**src/rtl/stream_length_finder_if.sv**
```systemverilog
// stream_length_finder_if: byte-string input stream and length result handshake bundle.
interface stream_length_finder_if #(
  parameter int BYTES_PER_BEAT = 8,
  parameter int MAX_LEN        = 255
);
  localparam int LEN_W = $clog2(MAX_LEN + 1);
  logic                        in_valid;
  logic [8*BYTES_PER_BEAT-1:0] in_data;
  logic                        in_last;
  logic                        in_ready;
  logic                        out_valid;
  logic [LEN_W-1:0]            out_length;
  logic                        out_overflow;
  logic                        out_ready;
  modport master (
    output in_valid, in_data, in_last, out_ready,
    input  in_ready, out_valid, out_length, out_overflow
  );
  modport slave (
    input  in_valid, in_data, in_last, out_ready,
    output in_ready, out_valid, out_length, out_overflow
  );
endinterface

```
**src/rtl/stream_length_finder.sv**
```systemverilog
// stream_length_finder: counts bytes before the first terminator across a multi-beat string,
// reporting a saturated length and overflow flag over a valid/ready result handshake.
module stream_length_finder #(
  parameter int          BYTES_PER_BEAT = 8,
  parameter int          MAX_LEN        = 255,
  parameter logic [7:0]  TERM           = 8'h00
) (
  input logic clk,
  input logic reset_n,
  stream_length_finder_if.slave s
);
  localparam int LEN_W = $clog2(MAX_LEN + 1);
  localparam int SUM_W = $clog2(MAX_LEN + BYTES_PER_BEAT + 2);
  localparam int CNT_W = $clog2(BYTES_PER_BEAT + 1);
  localparam logic [SUM_W-1:0] MAX_S = SUM_W'(MAX_LEN);
  localparam logic [SUM_W-1:0] SAT_S = SUM_W'(MAX_LEN + 1);
  typedef enum logic [1:0] {SCAN, DRAIN, HOLD} state_t;
  state_t           state_q, state_d;
  logic [SUM_W-1:0] acc_q, acc_d, sum;
  logic [LEN_W-1:0] len_q, len_d;
  logic             ovf_q, ovf_d;
  logic [CNT_W-1:0] cnt;
  logic             found, over;
  // Descending scan so the lowest-index terminator is the one that sticks.
  always_comb begin
    cnt   = CNT_W'(BYTES_PER_BEAT);
    found = 1'b0;
    for (int k = BYTES_PER_BEAT - 1; k >= 0; k--)
      if (s.in_data[8*k +: 8] == TERM) begin
        cnt   = CNT_W'(k);
        found = 1'b1;
      end
  end
  assign sum            = acc_q + SUM_W'(cnt);
  assign over           = sum > MAX_S;
  assign s.in_ready     = state_q != HOLD;
  assign s.out_valid    = state_q == HOLD;
  assign s.out_length   = len_q;
  assign s.out_overflow = ovf_q;
  always_comb begin
    state_d = state_q;
    acc_d   = acc_q;
    len_d   = len_q;
    ovf_d   = ovf_q;
    case (state_q)
      SCAN: if (s.in_valid) begin
        if (found || s.in_last) begin
          len_d   = over ? LEN_W'(MAX_LEN) : sum[LEN_W-1:0];
          ovf_d   = over;
          state_d = s.in_last ? HOLD : DRAIN;
        end else begin
          acc_d = over ? SAT_S : sum;
        end
      end
      DRAIN: state_d = (s.in_valid && s.in_last) ? HOLD : DRAIN;
      HOLD: if (s.out_ready) begin
        state_d = SCAN;
        acc_d   = '0;
      end
      default: state_d = SCAN;
    endcase
  end
  always_ff @(posedge clk or negedge reset_n)
    if (!reset_n) begin
      state_q <= SCAN;
      acc_q   <= '0;
      len_q   <= '0;
      ovf_q   <= 1'b0;
    end else begin
      state_q <= state_d;
      acc_q   <= acc_d;
      len_q   <= len_d;
      ovf_q   <= ovf_d;
    end
endmodule

```
**src/flat_wrapper.sv**
```systemverilog
// flat-port wrapper written by rule: the top's interface ports become plain ports
module stream_length_finder_flat 
#(
  parameter int          BYTES_PER_BEAT = 8,
  parameter int          MAX_LEN        = 255,
  parameter logic [7:0]  TERM           = 8'h00
)
  (clk, reset_n, s_in_valid, s_in_data, s_in_last, s_out_ready, s_in_ready, s_out_valid, s_out_length, s_out_overflow);
  stream_length_finder_if #(.BYTES_PER_BEAT(BYTES_PER_BEAT), .MAX_LEN(MAX_LEN)) s_i ();
  input logic clk;
  input logic reset_n;
  input wire logic [$bits(s_i.in_valid)-1:0] s_in_valid;
  input wire logic [$bits(s_i.in_data)-1:0] s_in_data;
  input wire logic [$bits(s_i.in_last)-1:0] s_in_last;
  input wire logic [$bits(s_i.out_ready)-1:0] s_out_ready;
  output wire logic [$bits(s_i.in_ready)-1:0] s_in_ready;
  output wire logic [$bits(s_i.out_valid)-1:0] s_out_valid;
  output wire logic [$bits(s_i.out_length)-1:0] s_out_length;
  output wire logic [$bits(s_i.out_overflow)-1:0] s_out_overflow;
  assign s_i.in_valid = s_in_valid;
  assign s_i.in_data = s_in_data;
  assign s_i.in_last = s_in_last;
  assign s_i.out_ready = s_out_ready;
  assign s_in_ready = s_i.in_ready;
  assign s_out_valid = s_i.out_valid;
  assign s_out_length = s_i.out_length;
  assign s_out_overflow = s_i.out_overflow;
  stream_length_finder #(.BYTES_PER_BEAT(BYTES_PER_BEAT), .MAX_LEN(MAX_LEN), .TERM(TERM)) u_core (.clk(clk), .reset_n(reset_n), .s(s_i));
endmodule
```
**config.mk**
```make
export PLATFORM = sky130hd
export DESIGN_NAME = stream_length_finder_flat
export DESIGN_NICKNAME = d
export VERILOG_FILES = /design/src/rtl/stream_length_finder_if.sv /design/src/rtl/stream_length_finder.sv /design/src/flat_wrapper.sv
export SDC_FILE = /design/constraint.sdc
export NUM_CORES = 1
export LEC_CHECK = 0
export ABC_AREA = 1
export CAP_MARGIN = 40
export CELL_PAD_IN_SITES_DETAIL_PLACEMENT = 0
export CELL_PAD_IN_SITES_GLOBAL_PLACEMENT = 1
export CORE_AREA = 3 3 83 85
export DETAILED_ROUTE_END_ITERATION = 8
export DIE_AREA = 0 0 86 88
export PLACE_DENSITY_LB_ADDON = 0.1
export RECOVER_POWER = 100
export SYNTH_ARGS = -nofsm -noshare
export SYNTH_HDL_FRONTEND = slang
export SYNTH_SLANG_ARGS = --single-unit
```
**constraint.sdc**
```tcl
create_clock -name clk -period 2 [get_ports clk]
set_input_delay 0.4 -clock clk [delete_from_list [all_inputs] [get_ports clk]]
set_output_delay 0.4 -clock clk [all_outputs]
set_load 0.05 [all_outputs]
```
# Yosys cells after proc, flatten, opt, wreduce, memory -nomap -nowiden
# Cells that the tools add are included.
[word_totals] out_inout_bits=11 regBits=20 input_bits=69
[classes] n_lt_le_gt_ge=1 n_reduce_logical=15 add_sub_neg=1 eq_ne=7 n_mux=28
[op_table] cell="$logic_not 8->1" n=8
[op_table] cell="$mux 9" n=4
[op_table] cell="$mux 4" n=8
[op_table] cell="$pmux 9 s2" n=1
[op_table] cell="$mux 2" n=5
[op_table] cell="$add 9x4->9" n=1
[op_table] cell="$gt 9x8->1 const B" n=1
[op_table] cell="$mux 1" n=8
[op_table] cell="$mux 8" n=1
[op_table] cell="$ne 2x2->1 const B" n=4
[op_table] cell="$pmux 2 s3" n=1
[op_table] cell="$reduce_and 3->1" n=2
[op_table] cell="$reduce_and 4->1" n=1
[op_table] cell="$eq 2x1->1 const B" n=1
[op_table] cell="$eq 2x2->1 const B" n=1
[op_table] cell="$logic_not 2->1" n=1
[op_table] cell="$ne 2x1->1 const B" n=1
[op_table] cell="$reduce_bool 2->1" n=1
[op_table] cell="$logic_and 1x1->1" n=1
[op_table] cell="$logic_or 1x1->1" n=1

# Depth between registers and ports, before layout
[depth] ltp_word=15 ltp_mapped=20 ltp_nobuf=20

# Worst setup path before layout
# No wires, ideal clock.
[synth_timing] path_kind="in2reg" startpoint="input s_in_data[51]" endpoint="register u_core.acc_q[2]" path_slack_ns=-0.298 path_stages=19 path_buffers=0 setup_ns=0.066 arrival_time_ns=2.233 required_time_ns=1.934 path_cell_list="nor2_1 > nand4_1 > nand2_1 > nand2_1 > nand2_1 > nand2_1 > nand2_1 > a21boi_0 > ha_1 > fa_1 > nand3_1 > nand2_2 > nand2_2 > nand2_2 > nand2_4 > nand2_1 > nor2_1 > nand3_1 > nand2_1"
[synth_between] elab_chain_cells=14
[synth_rtl] item="start, declared" line="flat_wrapper.sv:13" text="input wire logic [$bits(s_i.in_data)-1:0] s_in_data;"
[synth_rtl] item="$logic_not 8->1 (*)" line="stream_length_finder.sv:29" text="if (s.in_data[8*k +: 8] == TERM) begin"
[synth_rtl] item="$mux 4 (7 in a row)" line="stream_length_finder.sv:29"
[synth_rtl] item="$add 9x4->9" line="stream_length_finder.sv:34" text="assign sum = acc_q + SUM_W'(cnt);"
[synth_rtl] item="$gt 9x8->1" line="stream_length_finder.sv:35" text="assign over = sum > MAX_S;"
[synth_rtl] item="$mux 9" line="stream_length_finder.sv:52" text="acc_d = over ? SAT_S : sum;"
[synth_rtl] item="$mux 9" line="stream_length_finder.sv:47" text="if (found || s.in_last) begin"
[synth_rtl] item="$mux 9" line="stream_length_finder.sv:46" text="SCAN: if (s.in_valid) begin"
[synth_rtl] item="$pmux 9 s2" line="stream_length_finder.sv:45" text="case (state_q)"
[synth_rtl] item="end signal, assigned" line="stream_length_finder.sv:66" text="acc_q <= '0;"
[synth_rtl] item="end signal, assigned" line="stream_length_finder.sv:71" text="acc_q <= acc_d;"
[synth_rtl] item="end, declared" line="stream_length_finder.sv:19" text="logic [SUM_W-1:0] acc_q, acc_d, sum;"
# Mark *: on every way between the ends. The rest lies on a longest branch, timed or not. The select of a mux whose other input is x is not followed.
# A chain may end at the register's enable or synchronous reset.

# Final worst setup path
[layout_timing] startpoint="input s_in_data[40]" endpoint="register u_core.acc_q[2]"
[layout_between] elab_chain_cells=13
[layout_rtl] item="$logic_not 8->1 (*)" line="stream_length_finder.sv:29"
[layout_rtl] item="$mux 4 (6 in a row)" line="stream_length_finder.sv:29"
[layout_rtl] item="$add 9x4->9" line="stream_length_finder.sv:34"
[layout_rtl] item="$gt 9x8->1" line="stream_length_finder.sv:35"
[layout_rtl] item="$mux 9" line="stream_length_finder.sv:52"
[layout_rtl] item="$mux 9" line="stream_length_finder.sv:47"
[layout_rtl] item="$mux 9" line="stream_length_finder.sv:46"
[layout_rtl] item="$pmux 9 s2" line="stream_length_finder.sv:45"
# Marks and branches as above.

==> impl_metrics.tcl <==
set metrics [dict create \
    status "finished with violations" \
    violations "negative setup slack" \
    drv_slew 0 \
    power_w 0.002921 \
    worst-setup-path-type "input port to flop" \
    hp-class "flop to flop" \
    postRouteAntennaNets 0 \
    synth_seq_cells 20 \
    drc 0 \
    ys_types 30 \
    finalHoldViolations 0 \
    route.vias.total 1922 \
    diodes 0 \
    path_max_fanout 5 \
    ir_worst_vdd_v 0.0006150 \
    first_global_vias 1931 \
    placed_area_sq_um 2734 \
    critPathRequiredTime_ps 2200 \
    setup_viol 18 \
    synth_seq_area_share_pct 29.99 \
    rows 29 \
    cpPeakStageDelay_ps 370 \
    startpoint_type "input port" \
    fin_nets 443 \
    totalWireLength_mm 5.123 \
    cts_tree "done" \
    synth_area_leaders "dfrtp_1, nand2_1, nor2_1, inv_1, nand3_1" \
    stdcell_area_sq_um 2903 \
    syn-cell-area_sq_um 1669 \
    final_common_cell "nand2_1" \
    gp_congestion 0.7790 \
    cts-root-buf "clkbuf_8" \
    synth_async_sr_flop_share_pct 100.0 \
    cts_hold_buf 0 \
    fin_crit_ps 2223 \
    die_h_um 88 \
    cpMostUsedCell "nand2_4" \
    tightest_slew_ps 1169 \
    avgSynthCellArea_sq_um 6.444 \
    regArea_sq_um 500.5 \
    routedWlPerCell_um 11.51 \
    most-common-layout-cells "nand2_1, inv_1, nor2_1, buf_2, buf_4" \
    r2r_start "u_core.acc_q[0]" \
    hpwlAfterDp_mm 4.086 \
    stdcell_count 445 \
    drt_iter0_drc 48 \
    vias_per_cell 4.319 \
    clkSinkCount 20 \
    cp_cell_sequence "clkdlybuf4s15_1, nor2_1, nand4_1, buf_4, a31oi_4, nor2_2, buf_4, fa_2, nand3_2, nand2_4, nand2_4, nand2_4, nand2_4, nand2_1, nor2_1, nand3_1, nand2_1" \
    rr_worst_depth 11 \
    grt_overflow_total 0 \
    port_buffers 79 \
    power_density_nw_per_um2 1006 \
    grt_max_degree 21 \
    synth_largest_area_cell "dfrtp_1" \
    fp.dieW_um 86 \
    ys.flop_type "dfrtp_1" \
    whs_path_depth 2 \
    syn-num-nets 333 \
    synth_top_area_share_pct 29.99 \
    die_area_sq_um 7568 \
    crit_arrival_ps 2430 \
    rrSetupSlack_ps 230 \
    ioPinCount 80 \
    antenna_found_initial 0 \
    cts.clk_slew.worst_paths_ps 80 \
    maxCapViolCount 0 \
    multi_input_area_sq_um 1266 \
    clock_path_buffers 2 \
    drive_above_1_share_pct 40.22 \
    r2r_end "u_core.acc_q[2]" \
    leakage_nw 1.556 \
    ys_warn_count 0 \
    slew-limit-headroom_pct 22.04 \
    max_freq_mhz 449.9 \
    synth_edf_count 0 \
    critical_path.startpoint "s_in_data[40]" \
    grt_usage_pct 13.99 \
    min_from "u_core.s.out_length[3]" \
    core_area_sq_um 6277 \
    grt_pass1_wl_mm 8.659 \
    syn_inst 259 \
    clock_latency_ps 260 \
    rsz0062_at_grt "true" \
    cts.htree.levels 1 \
    hold_ws_ps 481.3 \
    min_to "u_core.s.out_length[3]" \
    dr.pass1.iters 4 \
    worstSetupEndpointType "flop" \
    nFillCells 686 \
    start_util_pct 26.59 \
    layout_setup_ws_ps -222.6 \
    finalCritPeriodShare_pct 111.1 \
    numCtsBuffers 3 \
    layout-area-overhead-vs-synth_pct 73.91 \
    skew_ps 6.372 \
    slowest_stage "fa_2" \
    dp_cells 430 \
]
layout make-up:
type / count / area share [%]
Sequential cell: 20 / 17.24
Tap cell: 77 / 3.319
Multi-Input combinational cell: 198 / 43.62
Inverter: 41 / 5.302
Clock buffer: 4 / 1.897
Timing Repair Buffer: 105 / 28.62
worst max-delay path by stage:
stage                     cells past startpoint  slack (ps)         endpoint
after floorplan                              19        -160  u_core.acc_q[2]
after global placement                       19        -890  u_core.acc_q[1]
after detailed placement                     19        -890  u_core.acc_q[0]
after CTS                                    20        -240  u_core.acc_q[0]
after global routing                         20        -420  u_core.acc_q[1]
final                                        17        -220  u_core.acc_q[2]
per-stage QoR:
stage                     TNS, ps  setup WS [ps]  util (%)
after floorplan             -2107         -161.0         -
after CTS                   -3697         -244.6     44.75
after detailed placement   -15050         -891.9     43.55
after global routing        -6527         -424.8     46.24
final                       -3022         -222.6     46.24
after global placement     -15140         -894.8     43.55
state kept, by name, indices dropped and copies added, names as in the netlist:
name,count
u_core.acc_q,9
u_core.s.out_length,8
u_core.state_q,2
u_core.s.out_overflow,1
synth_stat cells, types with 2 or more instances:
cell and instances:
a21oi_1 2, dfrtp_1 20, ha_1 4, inv_1 38, inv_2 3, nand2_1 80
nand2_2 5, nand2_4 5, nand3_1 18, nand3_2 2, nand4_1 8, nor2_1 45
nor2_2 4, nor3_2 2, o21ai_1 7, xor2_1 2
kinds of logic (layout without fill, tap and decap cells):
logic type | after synthesis | in the layout | share of synthesized area, %
and+or+nand+nor | 174 | 176 | 49.03
buffers and inverters | 43 | 150 | 10.35
DFF | 20 | 20 | 29.99
AOI/OAI and AO/OA | 14 | 14 | 4.873
adders and majority gates | 5 | 5 | 4.198
xor gates and xnor gates | 3 | 3 | 1.575
metal layers:
layer  global-route usage, %  routed length [um]  vias up  part of all wire, %
li1                        -                   -     1018                    -
met1                   16.78                2215      855                   43
met2                   26.77                2687       47                   52
met3                   2.728                 207        2                  4.0
met4                   1.007                  12        0                 0.23
met5                       0                   0        -                    0
where the power goes:
group | internal [W] | switching [W] | total, W
Combinational | 0.000771 | 0.00113 | 0.00190
Clock | 0.000176 | 0.000146 | 0.000322
Sequential | 0.000550 | 0.000152 | 0.000703
Total | 0.00150 | 0.00142 | 0.00292
critical path: cells and delay by family:
| family | cells | cell delay [ps] |
|---|---|---|
| AO/OA/AOI/OAI | 1 | 180 |
| buffers and inverters | 3 | 460 |
| adder cells (fa/ha/maj) | 1 | 370 |
| AND/OR/NAND/NOR | 12 | 1030 |
repair_timing:
action	in CTS	in global routing
setup buffers	8	2
cloned	2	0
pin swaps	86	38
endpoints found under the setup margin	18	18
gates resized for setup	196	36
Note: power is estimated with default switching activity, not from simulation.
